File: config.mk
export PLATFORM = sky130hd
export DESIGN_NAME = dotmatrix_frame_loader
export DESIGN_NICKNAME = d
export VERILOG_FILES = /design/src/rtl/dotmatrix_frame_loader.sv
export SDC_FILE = /design/constraint.sdc
export NUM_CORES = 1
export LEC_CHECK = 0
export CAP_MARGIN = 20
export CORE_MARGIN = 5
export CORE_UTILIZATION = 55
export CTS_CLUSTER_SIZE = 20
export DETAILED_ROUTE_END_ITERATION = 7
export DONT_BUFFER_PORTS = 1
export GPL_ROUTABILITY_DRIVEN = 0
export GPL_TIMING_DRIVEN = 1
export PLACE_DENSITY = 0.7
export SYNTH_ARGS = -nofsm -noshare
export SYNTH_HDL_FRONTEND = slang
export SYNTH_SLANG_ARGS = --single-unit
File: constraint.sdc
create_clock -name mclock -period 3.45 [get_ports mclock]
set_input_delay 0.69 -clock mclock [delete_from_list [all_inputs] [get_ports mclock]]
set_output_delay 0.69 -clock mclock [all_outputs]
set_load 0.05 [all_outputs]
File: src/rtl/dotmatrix_frame_loader.sv
// Bus master that writes an 8x8 frame into the dotmatrix row registers,
// skipping rows whose shadow copy already matches unless forced.
module dotmatrix_frame_loader #(
  parameter logic [7:0] BASE_ADDR = 8'h00,
  parameter int         ROWS      = 8,
  parameter int         TIMEOUT   = 16
) (
  input  logic              mclock,
  input  logic              mreset_n,
  input  logic [ROWS*8-1:0] frame_i,
  input  logic              frame_valid,
  output logic              frame_ready,
  input  logic              force_all,
  output logic              busy,
  output logic              done,
  output logic              err,
  output logic              bus_cs,
  output logic              bus_write,
  output logic              bus_read,
  output logic [7:0]        bus_addr,
  output logic [7:0]        bus_wdata,
  output logic [3:0]        bus_strb,
  input  logic              bus_ack
);

  localparam int RW = $clog2(ROWS);
  localparam int TW = $clog2(TIMEOUT + 1);

  typedef enum logic [2:0] {
    IDLE,
    CHECK,
    REQ,
    GAP,
    FIN
  } state_t;

  state_t                 state;
  state_t                 next;
  logic [ROWS-1:0][7:0]   frame_q;
  logic [ROWS-1:0][7:0]   shadow;
  logic                   force_q;
  logic                   shadow_valid;
  logic [RW-1:0]          row;
  logic [TW-1:0]          tcnt;
  logic                   accept;
  logic                   need_wr;
  logic                   last_row;
  logic                   acked;
  logic                   tout;

  assign bus_read = 1'b0;

  always_comb begin
    next     = state;
    accept   = 1'b0;
    need_wr  = 1'b0;
    acked    = 1'b0;
    tout     = 1'b0;
    last_row = (row == RW'(ROWS - 1));
    unique case (state)
      IDLE: begin
        if (frame_valid && frame_ready) begin
          accept = 1'b1;
          next   = CHECK;
        end
      end
      CHECK: begin
        need_wr = force_q || !shadow_valid ||
                  (frame_q[row] != shadow[row]);
        if (need_wr)       next = REQ;
        else if (last_row) next = FIN;
      end
      REQ: begin
        // ack wins over a timeout landing in the same cycle
        if (bus_ack) begin
          acked = 1'b1;
          next  = GAP;
        end else if (tcnt == TW'(TIMEOUT - 1)) begin
          tout = 1'b1;
          next = FIN;
        end
      end
      GAP:     next = last_row ? FIN : CHECK;
      FIN:     next = IDLE;
      default: next = IDLE;
    endcase
  end

  always_ff @(posedge mclock or negedge mreset_n) begin
    if (!mreset_n) state <= IDLE;
    else           state <= next;
  end

  always_ff @(posedge mclock or negedge mreset_n) begin
    if (!mreset_n) begin
      frame_ready  <= 1'b0;
      busy         <= 1'b0;
      done         <= 1'b0;
      err          <= 1'b0;
      bus_cs       <= 1'b0;
      bus_write    <= 1'b0;
      bus_addr     <= '0;
      bus_wdata    <= '0;
      bus_strb     <= '0;
      frame_q      <= '0;
      shadow       <= '0;
      force_q      <= 1'b0;
      shadow_valid <= 1'b0;
      row          <= '0;
      tcnt         <= '0;
    end else begin
      frame_ready <= (next == IDLE);
      busy        <= (next != IDLE);
      done        <= (next == FIN);
      if (accept) begin
        frame_q <= frame_i;
        force_q <= force_all;
        row     <= '0;
        err     <= 1'b0;
      end
      if (state == CHECK && !need_wr && !last_row) row <= row + 1'b1;
      if (state == GAP && !last_row)               row <= row + 1'b1;
      if (need_wr) begin
        bus_cs    <= 1'b1;
        bus_write <= 1'b1;
        bus_addr  <= BASE_ADDR + 8'(row);
        bus_wdata <= frame_q[row];
        bus_strb  <= 4'b0001;
        tcnt      <= '0;
      end
      if (state == REQ && !acked && !tout) tcnt <= tcnt + 1'b1;
      if (acked || tout) begin
        bus_cs    <= 1'b0;
        bus_write <= 1'b0;
        bus_addr  <= '0;
        bus_wdata <= '0;
        bus_strb  <= '0;
      end
      if (acked) shadow[row] <= frame_q[row];
      if (tout) begin
        err          <= 1'b1;
        shadow_valid <= 1'b0;
      end
      // err is only set by a timeout in the frame now finishing
      if (state == FIN && !err) shadow_valid <= 1'b1;
    end
  end

endmodule

---- Word level (Yosys, flattened, before mapping) ----
Cells that the tools add are included.
cells by class
  add/subtract/negate cells ............... 2
  order comparisons ....................... 2
  eq/ne operators ......................... 8
  muxes and demuxes ....................... 39
  reduce and logical (&&, ||, !) cells .... 25
operators by type and width
  kind                   number
  $bwmux W64             1
  $mux W8                7
  $bmux W8 S3            2
  $mux W3                9
  $demux W8 S3           1
  $mux W1                14
  $pmux W3 S4            1
  $mux W5                2
  $eq A3 B3 Y1 const B   3
  $logic_and A1 B1 Y1    8
  $mux W4                2
  $ne A8 B8 Y1           1
  $reduce_bool A2 Y1     4
  $eq A3 B2 Y1 const B   2
  $logic_not A1 Y1       6
  $logic_not A3 Y1       2
  $reduce_bool A3 Y1     2
  $add A5 B1 Y5 const B  1
  $eq A5 B4 Y1 const B   1
  $lt A3 B4 Y1 const B   1
  $add A3 B1 Y3 const B  1
  $eq A3 B1 Y1 const B   1
  $ge A3 B1 Y1 const B   1
  $logic_or A1 B1 Y1     3
storage, ports and cells
  register bits ........................... 166
  input bits .............................. 69
  output and inout bits ................... 27
  logic and storage cells ................. 105

---- Longest topological paths before layout ----
Gate-level depths: netlist (run 1).
  depth in word-level cells ............... 10
  gate-level depth with buffers ........... 12
  gate-level depth less buffers ........... 8

---- Least setup slack after synthesis (run 1) ----
OpenSTA, ideal clock, no wires.
  path kind ............................... reg-to-reg
  from .................................... register row[1]
  to ...................................... register bus_wdata[4]
  setup time .............................. 0.082 ns
  arrival ................................. 2.779 ns
  data required time ...................... 3.368 ns
  setup slack ............................. 0.590 ns
  cell stages (with the launch flop) ...... 10
  buffers on the path ..................... 3
  period minus slack after synthesis ...... 2.860 ns
  path through ............................ dfrtp_1 > buf_2 > mux4_2 > mux2i_1 > buf_2 > a21oi_1 > o2111a_1 > a211oi_4 > buf_6 > mux2i_1
on the way
  word-level cells in the longest chain between the ends .. 6
  elaborated cells on any way between the ends .. 10
  those cells by class .................... eq/ne (1); mux (7); reduce/logical (2)
RTL lines
  item                            line     RTL
  from (decl)                     43       logic [RW-1:0] row;
  from (signal assigned)          121      if (state == CHECK && !need_wr && !last_row) row <= row + 1'b1;
  from (signal assigned)          122      if (state == GAP && !last_row) row <= row + 1'b1;
  $bmux W8 S3 (on tied branches)  69, 127
  $mux W8 (on tied branches)      69, 127
  $ne A8 B8 Y1                    69       (frame_q[row] != shadow[row]);
  $logic_or A1 B1 Y1              68       need_wr = force_q || !shadow_valid ||
  $mux W1                         60       unique case (state)
  $reduce_bool A2 Y1 (no line)    --
  to (signal assigned)            127      bus_wdata <= frame_q[row];
  to (decl)                       21       output logic [7:0] bus_wdata,
Several ways; a longest one is shown, not always the timed one. The select of a mux whose other input is x is not followed.
A chain may end at the register's enable or synchronous reset.

---- Final worst setup path (run 1) ----
  from .................................... register row[1]
  to ...................................... register bus_addr[0]
on the way
  word-level cells in the longest chain between the ends .. 6
  elaborated cells on any way between the ends .. 8
  those cells by class .................... eq/ne (1); mux (5); reduce/logical (2)
RTL lines
  item                              line  RTL
  $bmux W8 S3                       69
  $mux W8 (not written as such)     69
  $ne A8 B8 Y1 (*)                  69
  $logic_or A1 B1 Y1 (*)            68
  $mux W1 (*)                       60
  $reduce_bool A2 Y1 (no line) (*)  --
  to (signal assigned)              126   bus_addr <= BASE_ADDR + 8'(row);
  to (decl)                         20    output logic [7:0] bus_addr,
Every way passes the cells marked *; elsewhere a longest branch is shown, timed or not. The select of a mux whose other input is x is not followed.

==> results of run 1 <==
## cell usage after synthesis, drive strengths merged (12+ instances only)
cell type  count
mux2i         29
buf           33
dfrtp        157
o21ai         44
nand3         14
a21oi         43
clkbuf        24
nand2        250
xnor2         12
mux4          18
nor2          47
## worst paths after layout
path,cells past startpoint,endpoint,slack [ns]
hold reg to reg,2,frame_q[27],0.47
setup reg to reg,8,bus_addr[0],0.33
hold / removal,0,frame_ready,-0.05
max in group asynchronous,0,shadow[53],3.21
min in group mclock,2,frame_q[4],0.37
setup / recovery,8,bus_addr[0],0.33
## power breakdown
part / internal (mW) / total (mW) / switching, mW
logic: 1.34 / 3.15 / 1.81
registers: 2.59 / 3.40 / 0.808
clock network: 1.20 / 1.93 / 0.726
## metal layers
layer,up-vias,GRT usage [%],share of wire [%]
met3,33,6.347,6.0
li1,2558,-,-
met1,2683,30.59,44
met4,0,7.823,2.2
met5,-,0,0
met2,155,36.92,48
## flip-flops by register name (all words and copies together) (netlist names)
name and flops:
bus_strb 1, shadow_valid 1, row 3, state 3
bus_addr 3, frame_q 64, err 1, shadow 64
done 1, busy 1, bus_wdata 8, force_q 1
frame_ready 1, tcnt 5
## final cells by class
class                           count  area, µm²  area share (%)
Clock buffer                       19      432.9           5.250
Clock inverter                     11      170.2           2.064
Inverter                            7      26.28          0.3187
Multi-Input combinational cell    553       3243           39.33
Sequential cell                   157       3930           47.66
Tap cell                          176      220.2           2.671
Timing Repair Buffer               28      222.7           2.701
## worst max-delay path: cells and delay by family, from the launching register on
kind,cells,cell delay [ns]
AOI/OAI and AO/OA,4,0.93
DFF,1,0.79
muxes,2,0.64
and+or+nand+nor,1,0.38
buffers and inverters,1,0.29
## kinds of logic (layout without fill, tap and decap cells)
logic type	Yosys count	in the layout	synth area share [%]
compound gates	123	123	10.61
xor+xnor	14	14	1.741
fa+ha+maj	4	4	0.6697
buf+inv	64	65	4.537
flops	157	157	52.57
mux	53	53	10.60
other cells	1	9	0.05018
simple gates	350	350	19.22
==> reports/qor.txt, run 1 <==
LOGIC SYNTHESIS
----------------------------------------------------------------------------------------
Count of distinct cell types in the synthesized netlist                               54
Sequential share of the synthesized area                                          52.57%
Seq cells post-synth                                                                 157
Fraction of synthesis flops using an asynchronous set or reset pin                100.0%
Synthesized area                                                                7473 µm²
Number of warnings reported in the yosys synthesis log                                 0
Area share of the largest cell type after synthesis                               52.57%
Number of enable-type register cells in the synthesized netlist                        0
Largest area contributor in the netlist                                     sky130_fd_sc_hd__dfrtp_1
Syn Area/Cell                                                                  9.756 µm²
Biggest area contributors in the synthesized netlist                        sky130_fd_sc_hd__dfrtp_1 53%, sky130_fd_sc_hd__nand2_1 13%, sky130_fd_sc_hd__mux4_2 5.4%
Most used DFF post-synth                                                    sky130_fd_sc_hd__dfrtp_1
Number of standard cells after synthesis                                             766

CTS
----------------------------------------------------------------------------------------
Worst-skew pair later-pin latency                                                0.43 ns
Number of post-CTS setup repair buffers                                                0
Total clock sinks                                                                    157
TritonCTS clock tree                                                               built
Clock slew at the register clock pins of the worst setup and hold paths          0.06 ns
Number of clock buffers inserted by TritonCTS                                         17
Resized Gates After CTS                                                                0
Max Root-Sink Buffers                                                                  2
Depth of the CTS H-tree                                                                4
Root Buffer                                                                 sky130_fd_sc_hd__clkbuf_16

PLACED DESIGN
----------------------------------------------------------------------------------------
Number of input and output port buffers inserted                                       0
DP Worst Slack                                                                 0.3518 ns
Total cell area at the placement stage                                          7642 µm²
Detailed placer's ending HPWL                                                  12,510 µm
# placed instances                                                                   921

STA
----------------------------------------------------------------------------------------
Final critical path time including I/O delays and setup                         3.122 ns
Minimum hold slack                                                           -0.04521 ns
Highest clock rate                                                            0.3203 GHz
Setup repair after global routing missed its margin                                   no
Final setup TNS                                                                     0 ns
Pin slew with the least headroom to its limit                                  0.7890 ns
Worst clock skew                                                              0.01014 ns
Worst rel slew slack                                                              47.04%
Final worst-path setup slack                                                   0.3283 ns
Final hold violations                                                                 98
Tcrit/Tclk final                                                                  90.48%
# setup viols final                                                                    0
Final Slew Violations                                                                  0

GLOBAL ROUTING
----------------------------------------------------------------------------------------
Largest net degree at the start of global routing                                    158
Wire length of the first global-routing pass                                   28,970 µm
Global-route usage over all layers                                                23.05%
Antenna violations before repair                                                       0
Vias in the first global route                                                     5,689
Global-route congestion overflow total                                                 0

RUN
----------------------------------------------------------------------------------------
Count of maximum capacitance violations                                                0

POWER AND IR DROP
----------------------------------------------------------------------------------------
Overall power                                                                   8.469 mW
Leakage power of the design                                                     3.908 nW
VDD IR max                                                                   0.0004626 V
Power density cells                                                          1027 nW/µm²

CELLS AND AREA
----------------------------------------------------------------------------------------
Filler instances                                                                   1,111
Proportion of layout cells with a drive suffix above 1                            11.74%
Final net count                                                                      837
Most frequent standard cell in the layout excluding fill and tap cells      sky130_fd_sc_hd__nand2_1
Post-route non-filler standard cell count                                            951
Final Cell Area                                                                 8245 µm²
Commonest cells after routing, fill and taps aside                          250 x sky130_fd_sc_hd__nand2_1, 156 x sky130_fd_sc_hd__dfrtp_1, 46 x sky130_fd_sc_hd__nor2_1
Inserted Diodes                                                                        0
Syn-to-layout area delta                                                          10.33%
Final standard cell utilization of the core                                       62.02%

WORST SETUP PATH
----------------------------------------------------------------------------------------
Highest net fanout along the worst path                                               17
Launching point of the worst reg2reg path                                         row[1]
CP max stage delay                                                               0.79 ns
Data arrival time of the critical path                                           3.47 ns
Startpoint-to-endpoint class of the critical path                           flip-flop to flip-flop
Capturing element type of the critical path                                    flip-flop
Library cell contributing the largest single delay on the critical path     sky130_fd_sc_hd__dfrtp_1
Timing startpoint of the critical path                                            row[1]
Worst setup SP type                                                            flip-flop
Ordered list of cells on the worst path                                     mux2_2, a22oi_1, o22ai_1, or3_1, o2111a_1, a211oi_4, buf_4, mux2i_1
CP required                                                                      3.80 ns

OUTCOME
----------------------------------------------------------------------------------------
Result of the run                                                           finished, violations left
Failing checks                                                              negative hold slack

DETAILED ROUTING
----------------------------------------------------------------------------------------
Count of nets left with antenna violations after detail routing                        0
Iteration-0 DRC Markers                                                              465
Remaining routing DRC violations                                                       0
Number of search-and-repair iterations in the first detailed-routing pass              5
Total via count after detailed routing                                             5,429
Via-per-instance ratio                                                             5.709
Total wire length                                                              17,670 µm
Wire length per cell after detailed routing                                     18.58 µm

FLOORPLAN
----------------------------------------------------------------------------------------
Die outline width                                                               126.6 µm
Full die area                                                                 16,020 µm²
Starting Density                                                                  56.21%
Row Count                                                                             42
CORE AREA                                                                     13,300 µm²
Die Y                                                                           126.6 µm
IO Count                                                                              96

MIN PATH
----------------------------------------------------------------------------------------
Min-Delay Path Class                                                        input port to async pin

Note: power is estimated with default switching activity, not from simulation.
==> inputs of run 2 (changes only) <==
PLACE_DENSITY = 0.81   (was 0.7)
clock period = 3.5 ns   (was 3.45 ns; I/O delays follow)
==> run 2 against run 1 <==
- sequential power about the same
- largest power group unchanged
- total power decreased by 0.23%
- via count increased by 4.3%
- cell area increased by 0.32%
- flip-flop and latch count unchanged
- combinational power about the same
- count of clock-buffer cells in the layout increased by 3
- utilization increased by 0.20 points
- the flow still finishes with violations (negative hold slack)
==> reports/qor.txt, run 2 (synthesis gave the netlist of run 1 again) <==
POWER AND IR DROP
----------------------------------------------------------------------------------------
Leakage power of the design                                                     3.926 nW   was 3.908 nW
Internal power consumption                                                      5.104 mW   was 5.129 mW
Relative contribution of combinational cells to total power                        37.1%   was 37.2%
Clock power frac                                                                   23.0%   was 22.7%
Relative contribution of sequential cells to total power                           39.9%   was 40.1%
VDD IR max                                                                   0.0005256 V   was 0.0004626 V
Switching power                                                                 3.346 mW   was 3.340 mW
Power density cells                                                          1021 nW/µm²   was 1027 nW/µm²
Switching Fraction                                                                39.60%   was 39.44%

WORST SETUP PATH
----------------------------------------------------------------------------------------
Startpoint-to-endpoint class of the critical path                           flip-flop to flip-flop   unchanged
Register-to-Register Setup Slack                                                 0.30 ns   was 0.33 ns
Capturing element type of the critical path                                    flip-flop   unchanged
Highest net fanout along the worst path                                               17   unchanged
Data arrival time of the critical path                                           3.46 ns   was 3.47 ns
Worst setup SP type                                                            flip-flop   unchanged
CP required                                                                      3.76 ns   was 3.80 ns

CTS
----------------------------------------------------------------------------------------
Resized Gates After CTS                                                                0   unchanged
Clock slew at the register clock pins of the worst setup and hold paths          0.06 ns   about the same
Max Root-Sink Buffers                                                                  2   unchanged
Total clock sinks                                                                    157   unchanged
Root Buffer                                                                 sky130_fd_sc_hd__clkbuf_16   unchanged
Worst-skew pair later-pin latency                                                0.43 ns   about the same
Depth of the CTS H-tree                                                                4   unchanged
Number of clock buffers inserted by TritonCTS                                         17   unchanged
TritonCTS clock tree                                                               built   unchanged
Number of post-CTS setup repair buffers                                                0   unchanged

CELLS AND AREA
----------------------------------------------------------------------------------------
Post-route non-filler standard cell count                                            953   was 951
Syn-to-layout area delta                                                          10.68%   was 10.33%
Commonest cells after routing, fill and taps aside                          250 x sky130_fd_sc_hd__nand2_1, 156 x sky130_fd_sc_hd__dfrtp_1, 46 x sky130_fd_sc_hd__nor2_1   unchanged
Largest registers ranked by flip-flop count                                 frame_q: 64 flops, shadow: 64 flops, bus_wdata: 8 flops   unchanged
Inserted Diodes                                                                        0   unchanged
Most frequent standard cell in the layout excluding fill and tap cells      sky130_fd_sc_hd__nand2_1   unchanged
Final Cell Area                                                                 8272 µm²   was 8245 µm²
Filler instances                                                                   1,039   was 1,111
Final net count                                                                      837   unchanged
Proportion of layout cells with a drive suffix above 1                            11.97%   was 11.74%

MIN PATH
----------------------------------------------------------------------------------------
Min-Delay Path Class                                                        input port to async pin   unchanged

DETAILED ROUTING
----------------------------------------------------------------------------------------
Wire length per cell after detailed routing                                     18.67 µm   was 18.58 µm
Via-per-instance ratio                                                             5.940   was 5.709
Total wire length                                                              17,790 µm   was 17,670 µm
Total via count after detailed routing                                             5,661   was 5,429
Remaining routing DRC violations                                                       0   unchanged
Number of search-and-repair iterations in the first detailed-routing pass              5   unchanged
Count of nets left with antenna violations after detail routing                        0   unchanged
Iteration-0 DRC Markers                                                              620   was 465

GLOBAL ROUTING
----------------------------------------------------------------------------------------
Global-route usage over all layers                                                23.27%   was 23.05%
Antenna violations before repair                                                       0   unchanged
Global-route congestion overflow total                                                 0   unchanged
Largest net degree at the start of global routing                                    158   unchanged
Vias in the first global route                                                     5,674   was 5,689
Wire length of the first global-routing pass                                   29,350 µm   was 28,970 µm

PLACED DESIGN
----------------------------------------------------------------------------------------
Number of input and output port buffers inserted                                       0   unchanged
Total cell area at the placement stage                                          7627 µm²   was 7642 µm²
Detailed placer's ending HPWL                                                  12,410 µm   was 12,510 µm
# placed instances                                                                   920   was 921

STA
----------------------------------------------------------------------------------------
Highest clock rate                                                            0.3128 GHz   was 0.3203 GHz
# setup viols final                                                                    0   unchanged
Final Slew Violations                                                                  0   unchanged
Setup repair after global routing missed its margin                                   no   unchanged
Final setup TNS                                                                     0 ns   unchanged
Final critical path time including I/O delays and setup                         3.197 ns   was 3.122 ns
Worst rel slew slack                                                              30.87%   was 47.04%
Minimum hold slack                                                           -0.02932 ns   was -0.04521 ns
Tcrit/Tclk final                                                                  91.35%   was 90.48%
Pin slew with the least headroom to its limit                                   1.034 ns   was 0.7890 ns
Final hold violations                                                                 41   was 98
Worst clock skew                                                              0.01690 ns   was 0.01014 ns

FLOORPLAN
----------------------------------------------------------------------------------------
IO Count                                                                              96   unchanged
Starting Density                                                                  56.21%   unchanged
Full die area                                                                 16,020 µm²   unchanged
Die Y                                                                           126.6 µm   unchanged
Row Count                                                                             42   unchanged
Die outline width                                                               126.6 µm   unchanged
CORE AREA                                                                     13,300 µm²   unchanged

OUTCOME
----------------------------------------------------------------------------------------
Result of the run                                                           finished, violations left   unchanged
Failing checks                                                              negative hold slack   unchanged

RUN
----------------------------------------------------------------------------------------
Count of maximum capacitance violations                                                0   unchanged

## run 2: cell count changes in the layout (fill, tap and decap cells not counted)
| cell | delta |
|---|---|
| sky130_fd_sc_hd__o21ai_1 | -1 |
| sky130_fd_sc_hd__o21ai_0 | +1 |
| sky130_fd_sc_hd__clkinv_2 | +1 |
| sky130_fd_sc_hd__nor3_2 | +1 |
| sky130_fd_sc_hd__clkbuf_1 | +1 |
| sky130_fd_sc_hd__clkbuf_8 | +2 |
| sky130_fd_sc_hd__inv_6 | +1 |
| sky130_fd_sc_hd__clkinvlp_4 | -2 |
| sky130_fd_sc_hd__clkinv_4 | -1 |
| sky130_fd_sc_hd__nor3_1 | -1 |
## run 2: stage by stage
stage                     worst slack [ns]  util, %  total power, mW  hold slack (ns)
after floorplan                     0.6399        -            5.584           0.4044
after global placement              0.4287    57.37            6.283           0.4118
after detailed placement            0.3050    57.37            6.457           0.4093
after CTS                           0.2919    62.06            8.422         -0.04821
after global routing                0.1709    62.22            8.938         -0.05735
final                               0.3028    62.22            8.449         -0.02932
## run 2: worst max-delay path: stages (launching register included)
cell and delay [ns]:
sky130_fd_sc_hd__dfrtp_1 0.66, sky130_fd_sc_hd__buf_4 0.26, sky130_fd_sc_hd__nor2b_1 0.33, sky130_fd_sc_hd__a221oi_1 0.18
sky130_fd_sc_hd__o221a_2 0.36, sky130_fd_sc_hd__xor2_1 0.21, sky130_fd_sc_hd__a2111oi_4 0.54, sky130_fd_sc_hd__a211oi_4 0.11
sky130_fd_sc_hd__buf_4 0.24, sky130_fd_sc_hd__mux2i_1 0.14
## run 2: layout make-up
type / count / area (µm²) / area share (%)
Sequential cell: 157 / 3930 / 47.51
Multi-Input combinational cell: 553 / 3248 / 39.27
Clock buffer: 22 / 464.2 / 5.612
Timing Repair Buffer: 28 / 222.7 / 2.692
Tap cell: 176 / 220.2 / 2.662
Clock inverter: 10 / 160.2 / 1.936
Inverter: 7 / 26.28 / 0.3177
## run 2: power groups by stage
stage,Sequential [mW],Clock (mW),Combinational (mW)
2_1_floorplan,3.11,0,2.47
3_3_place_gp,3.35,0,2.93
3_5_place_dp,3.38,0,3.08
4_1_cts,3.36,1.97,3.10
5_1_grt,3.45,2.05,3.45
6_report,3.37,1.94,3.14
## run 2: worst paths after layout
kind | to | cells past startpoint | start
max reg2reg | bus_wdata[1] | 9 | row[2]
min | frame_ready | 0 | mreset_n
min in group mclock | frame_q[14] | 2 | frame_i[14]
max in group asynchronous | shadow[40] | 0 | mreset_n
max | bus_wdata[1] | 9 | row[2]
min reg2reg | frame_q[44] | 2 | frame_q[44]
## run 2: metal layers
metal | global-route usage [%] | share of wire, %
met5 | 0 | 0
met4 | 9.401 | 3.1
met3 | 5.717 | 7.0
met2 | 36.24 | 48
met1 | 31.63 | 42
==> patch 1 (config.mk and constraints of run 1) <==
Set the parameter `ROWS` to 16 (it was 8).
--- a/src/rtl/dotmatrix_frame_loader.sv
+++ b/src/rtl/dotmatrix_frame_loader.sv
@@ -3,5 +3,5 @@
 module dotmatrix_frame_loader #(
   parameter logic [7:0] BASE_ADDR = 8'h00,
-  parameter int         ROWS      = 8,
+  parameter int         ROWS      = 16,
   parameter int         TIMEOUT   = 16
 ) (
Interface: changed (resized frame_i); port bits go from 96 to 160. No check against the original RTL was run, so the function may have changed too.
==> patch 1 against run 1 <==
The flow still finishes with violations (hold timing); total power increased by 68%; cell area increased by 73%; sequential cell count increased by 130; area after synthesis increased by 73%; critical path depth increased by 1; non-clock buffer count increased by 2; sequential share of layout area increased by 2.6 points; wire length increased by 78%; count of clock-buffer cells in the layout increased by 25; worst setup slack got worse by 0.078 ns; cell count increased by 70%; combinational power increased by 72%; critical path type unchanged; highest routed layer unchanged.
==> patch 1: results (changes against run 1) <==
- The data-path buffer share of cell area in the final layout came to 2.19% (-0.51 points).
- The biggest fanout along the worst timing path is 13 (-4).
- The leakage dissipation came to 6.89 nW (+76%).
- The proportion of cell area occupied by multi-input gates is 37.5% (-1.8 points).
- The number of global-route vias before repair came to 9314 (+64%).
- The sequential cell area in the final layout is 0.00719 mm² (+83%).
- The synthesis-stage register bit count is 287 (+83%).
- The instance count after placement with tap cells included is 1557 (+69%).
- The final-layout clock buffer total is 44 (+25).
- The endpoint arrival time on the critical path came to 3.64 ns (+0.17 ns).
- The cell family with the largest share of critical-path delay is multiplexers.
- The pin count of the biggest net entering global routing came to 288 (+82%).
- The warning count from the yosys run is 0 (unchanged).
- The internal power came to 8.73 mW (+70%).
- The total via count after detailed routing was 9105 (+68%).
- The clock insertion delay at the later pin of the skew report is 0.56 ns (+0.13 ns).
- The number of failing hold endpoints at the final stage is 192 (+96%).
- The total met2 wirelength after detailed routing came to 14.8 mm (+74%).
- The switching power of the nets is 5.48 mW (+64%).
- The all-layer global routing usage is 24.0% (+0.98 points).
- The share of post-route cells with drive strength above 1 is 12.3% (+0.60 points).
- The sequential cell area fraction in the yosys report is 55.4% (+2.9 points).
- The number of H-tree levels is 1 (-3).
- The number of library cell types mapped by synthesis is 48 (-11%).
- The flow ran to the end, but the final reports show violations.
- The worst ir drop on vdd came to 596 µV (+29%).
- The final reports fail on hold timing.
- The clock tree cell share of total cell area came to 6.91% (-0.41 points).
- The fraction of the cycle the final worst path needs was 92.7% (+2.3 points).
- The post-place setup slack is 0.133 ns (-0.219 ns).
- The first-pass GRT wire length is 50.6 mm (+75%).
- The met3 wire length is 2.22 mm (+110%).
- The initial DRC count is 719 (+55%).
- The mean routed wirelength per cell is 19.5 µm (+4.9%).
- The total of fill cells in the finished design was 1929 (+74%).
- The total placed instance area is 0.0133 mm² (+74%).
- The mean instance size in the synthesized netlist is 10.0 µm² (+2.8%).
- The final worst hold slack is -0.146 ns (-0.101 ns).
- The worst slew margin relative to its limit came to 34.6% (-12 points).
- The detailed-routing wirelength on met1 is 13.8 mm (+77%).
- The number of ordinary and repair buffers in the finished layout is 30 (+7.1%).
- The area of the multi-input gates is 0.00536 mm² (+65%).
- The met2 usage in global routing is 38.4% (+1.5 points).
- In the final layout, the registers with the most flip-flops are frame_q (128), shadow (128), bus_wdata (8).
- The global-route track usage on met3 is 4.67% (-1.7 points).
- The worst stage delay on the critical path came to 0.57 ns (-0.22 ns).
- The cell count after synthesis is 1291 (+69%).
- The total half-perimeter wirelength after legalization and detailed placement was 21.0 mm (+68%).
- The TritonCTS buffer count was 30 (+13).
- The slack of the worst reg-to-reg path was 0.25 ns (-0.08 ns).
- The aggregate routed wire length is 31.5 mm (+78%).
- In the post-synthesis netlist, the biggest area contributors are dfrtp_1 55%, nand2_1 16%, mux4_2 10%.
- The post-cts repair resize count came to 0 (unchanged).
- The global routing usage on met1 came to 34.6% (+4.1 points).
patch 1: logic make-up after synthesis:
family / count (synthesis) / share of synthesized area [%]
and+or+nand+nor: 612 / 18.5
DFF: 287 / 55.4
AOI/OAI and AO/OA: 177 / 7.88
buffers and inverters: 99 / 3.48
muxes: 91 / 12.9
xor gates and xnor gates: 18 / 1.22
adders and majority gates: 6 / 0.580
other: 1 / 0.0289
patch 1: worst paths after layout:
check                                    startpoint                       end  cells after the start
hold / removal                             mreset_n    shadow[75]$_DFFE_PN0P_                      0
min in group mclock                     frame_i[10]   frame_q[10]$_DFFE_PN0P_                      2
setup reg to reg                 row[0]$_DFFE_PN0P_        row[0]$_DFFE_PN0P_                      9
hold reg to reg            frame_q[122]$_DFFE_PN0P_  frame_q[122]$_DFFE_PN0P_                      2
setup / recovery                 row[0]$_DFFE_PN0P_        row[0]$_DFFE_PN0P_                      9
max in group asynchronous                  mreset_n        row[0]$_DFFE_PN0P_                      0
==> patch 2 (settings of run 1) <==
Without the edit above. Register the output `err` once more, with the module's reset; this adds one clock of latency there. The other outputs are not delayed to match.
--- a/src/rtl/dotmatrix_frame_loader.sv
+++ b/src/rtl/dotmatrix_frame_loader.sv
@@ -34,4 +34,6 @@
     FIN
   } state_t;
+
+  logic err_s0;
 
   state_t                 state;
@@ -97,5 +99,5 @@
       busy         <= 1'b0;
       done         <= 1'b0;
-      err          <= 1'b0;
+      err_s0       <= 1'b0;
       bus_cs       <= 1'b0;
       bus_write    <= 1'b0;
@@ -117,5 +119,5 @@
         force_q <= force_all;
         row     <= '0;
-        err     <= 1'b0;
+        err_s0  <= 1'b0;
       end
       if (state == CHECK && !need_wr && !last_row) row <= row + 1'b1;
@@ -139,9 +141,17 @@
       if (acked) shadow[row] <= frame_q[row];
       if (tout) begin
-        err          <= 1'b1;
+        err_s0       <= 1'b1;
         shadow_valid <= 1'b0;
       end
       // err is only set by a timeout in the frame now finishing
-      if (state == FIN && !err) shadow_valid <= 1'b1;
+      if (state == FIN && !err_s0) shadow_valid <= 1'b1;
+    end
+  end
+
+  always_ff @(posedge mclock or negedge mreset_n) begin
+    if (!mreset_n) begin
+      err <= '0;
+    end else begin
+      err <= err_s0;
     end
   end
Formal check against the unedited RTL: no difference found for any inputs over 10 cycles, from zero or initial values and one cycle with mreset_n low; that may be too few to reach the edited logic, so the function may still have changed.
==> patch 2 against run 1 <==
The run still ends with hold timing left; area after synthesis decreased by 1.9%; critical endpoint is now bus_wdata[0]$_DFFE_PN0P_; sequential power rose by 2%; critical path type unchanged; cell area shrank 1.9%; worst setup slack improved by 0.020 ns; clock skew is 0.0040 ns lower; fmax rose by 0.63%; sequential share of layout area rose by 1.2 points; highest routed layer unchanged; total power down 1.4%; hold slack improved by 0.011 ns; cell count shrank 4.4%; wire length down 4.3%; sequential cell count grew 1; via count is 4.2% lower.
==> patch 2: results (changes against run 1) <==
- The TritonCTS buffer count is 17 (unchanged).
- The total placed instance area is 0.00747 mm² (-2.2%).
- The number of antenna repair diodes is 0 (unchanged).
- The cell chosen for the clock root is clkbuf_16.
- The all-layer global routing usage is 23.0% (-0.036 points).
- The pin count of the biggest net entering global routing is 159 (+0.63%).
- The sequential cell area fraction in the yosys report is 53.9% (+1.4 points).
- The leakage dissipation came to 3.89 nW (-0.45%).
- The number of global-route vias before repair is 5450 (-4.2%).
- The total of fill cells in the finished design is 1070 (-3.7%).
- The worst ir drop on vdd came to 575 µV (+24%).
- The worst stage delay on the critical path is 0.74 ns (-0.05 ns).
- The total via count after detailed routing is 5201 (-4.2%).
- The number of library cell types mapped by synthesis is 47 (-13%).
- The register clock-pin slew on the reported worst setup and hold paths is 0.06 ns (about the same).
- The count of max-cap constraint violations is 0 (unchanged).
- The endpoint arrival time on the critical path is 3.43 ns (-0.04 ns).
- The biggest fanout along the worst timing path is 19 (+2).
- The number of H-tree levels is 4 (unchanged).
- The number of failing hold endpoints at the final stage is 158 (+61%).
- The count of buffers from port buffering is 0 (unchanged).
- At the later pin of the worst-skew pair, clock insertion delay measures 0.42 ns.
- In this run the worst setup path begins at row[2]$_DFFE_PN0P_.
- The number of setup buffers added after CTS is 0 (unchanged).
- The initial DRC count came to 392 (-16%).
- The final worst hold slack came to -0.0343 ns (+0.0109 ns).
- The share of post-route cells with drive strength above 1 was 12.3% (+0.54 points).
- The proportion of register bits with asynchronous set or reset after synthesis came to 100% (unchanged).
- The first-pass GRT wire length is 28.5 mm (-1.6%).
- The mean routed wirelength per cell is 18.6 µm (+0.16%).
- The worst setup skew after layout is 0.00611 ns (-0.00403 ns).
- The worst slew margin relative to its limit was 39.4% (-7.7 points).
- The clock tree buffer depth is 2 (unchanged).
- The number of antenna violations at the first check in global routing is 0 (unchanged).
- The largest registers in the layout are frame_q (64), shadow (64), bus_wdata (8).
- The checks that failed: hold timing.
- Yosys attributes the largest share of cell area to dfrtp_1 54%, nand2_1 13%, mux4_2 8.0%.
- The first-pass iteration count of the detailed router is 5 (unchanged).
- The total half-perimeter wirelength after legalization and detailed placement is 11.9 mm (-4.5%).
- The warning count from the yosys run was 0 (unchanged).
- The commonest cells after synthesis are 255 x nand2_1, 158 x dfrtp_1, 37 x nor2_1.
- The post-layout net count is 794 (-5.1%).
- Among all stages on the critical path, the largest delay is contributed by dfrtp_1.
- The kind of path behind the tightest hold check is input port to asynchronous set/reset pin.
- The length in cells of the worst reg-to-reg path was 9 (+1).
- The run finished, with violations left.
- The post-cts repair resize count was 0 (unchanged).
-- patch 2: cell type report --
class	instances	share of cell area, %
flip-flops and latches	158	48.9
multi-input cells	516	38.5
clock buffers	20	5.64
well taps	176	2.72
repair buffers	20	2.16
clock inverters	11	1.73
inverters	8	0.371
-- patch 2: path summary, 6_finish.rpt --
path | to | slack, ns
max reg2reg | bus_wdata[0]$_DFFE_PN0P_ | 0.35
min reg2reg | err$_DFF_PN0_ | 0.40
max in group asynchronous | shadow[20]$_DFFE_PN0P_ | 3.34
min in group mclock | frame_q[2]$_DFFE_PN0P_ | 0.38
min | err$_DFF_PN0_ | -0.03
max | bus_wdata[0]$_DFFE_PN0P_ | 0.35
-- patch 2: critical path, delay by kind of cell (launching register included) --
kind / cells / cell delay [ns]
flops: 1 / 0.74
simple gates: 3 / 0.71
xor+xnor: 1 / 0.15
buf+inv: 2 / 0.58
mux: 3 / 0.82
-- patch 2: where the power goes --
| group | internal (mW) | switching (mW) | leakage, nW |
|---|---|---|---|
| clock network | 1.17 | 0.718 | 0.296 |
| registers | 2.63 | 0.837 | 2.02 |
| logic | 1.36 | 1.65 | 1.57 |
-- patch 2: cell families after synthesis --
| logic type | after synthesis | synth area share, % |
|---|---|---|
| simple gates | 329 | 18.2 |
| flops | 158 | 53.9 |
| compound gates | 83 | 6.33 |
| mux | 61 | 13.1 |
| buf+inv | 58 | 4.08 |
| xor+xnor | 30 | 3.58 |
| fa+ha+maj | 4 | 0.683 |
| other cells | 1 | 0.0512 |
-- patch 2: routing by layer --
metal / GRT usage, % / vias to the layer above / share of wire [%]
met5: 0 / - / 0
met4: 6.70 / 0 / 1.5
met3: 5.84 / 18 / 6.2
met2: 38.3 / 175 / 50
met1: 30.1 / 2620 / 42
li1: - / 2388 / -
-- patch 2: stage by stage --
| stage | util (%) | setup WS, ns | std cells | total power, mW |
|---|---|---|---|---|
| 6_report | 61.6 | 0.348 | 909 | 8.35 |
| 5_1_grt | 61.6 | 0.119 | 909 | 8.90 |
| 4_1_cts | 61.4 | 0.367 | 908 | 8.38 |
| 3_5_place_dp | 56.9 | 0.393 | 877 | 6.46 |
| 3_3_place_gp | 56.9 | 0.490 | 877 | 6.32 |
| 2_1_floorplan | - | 0.777 | 732 | 5.61 |
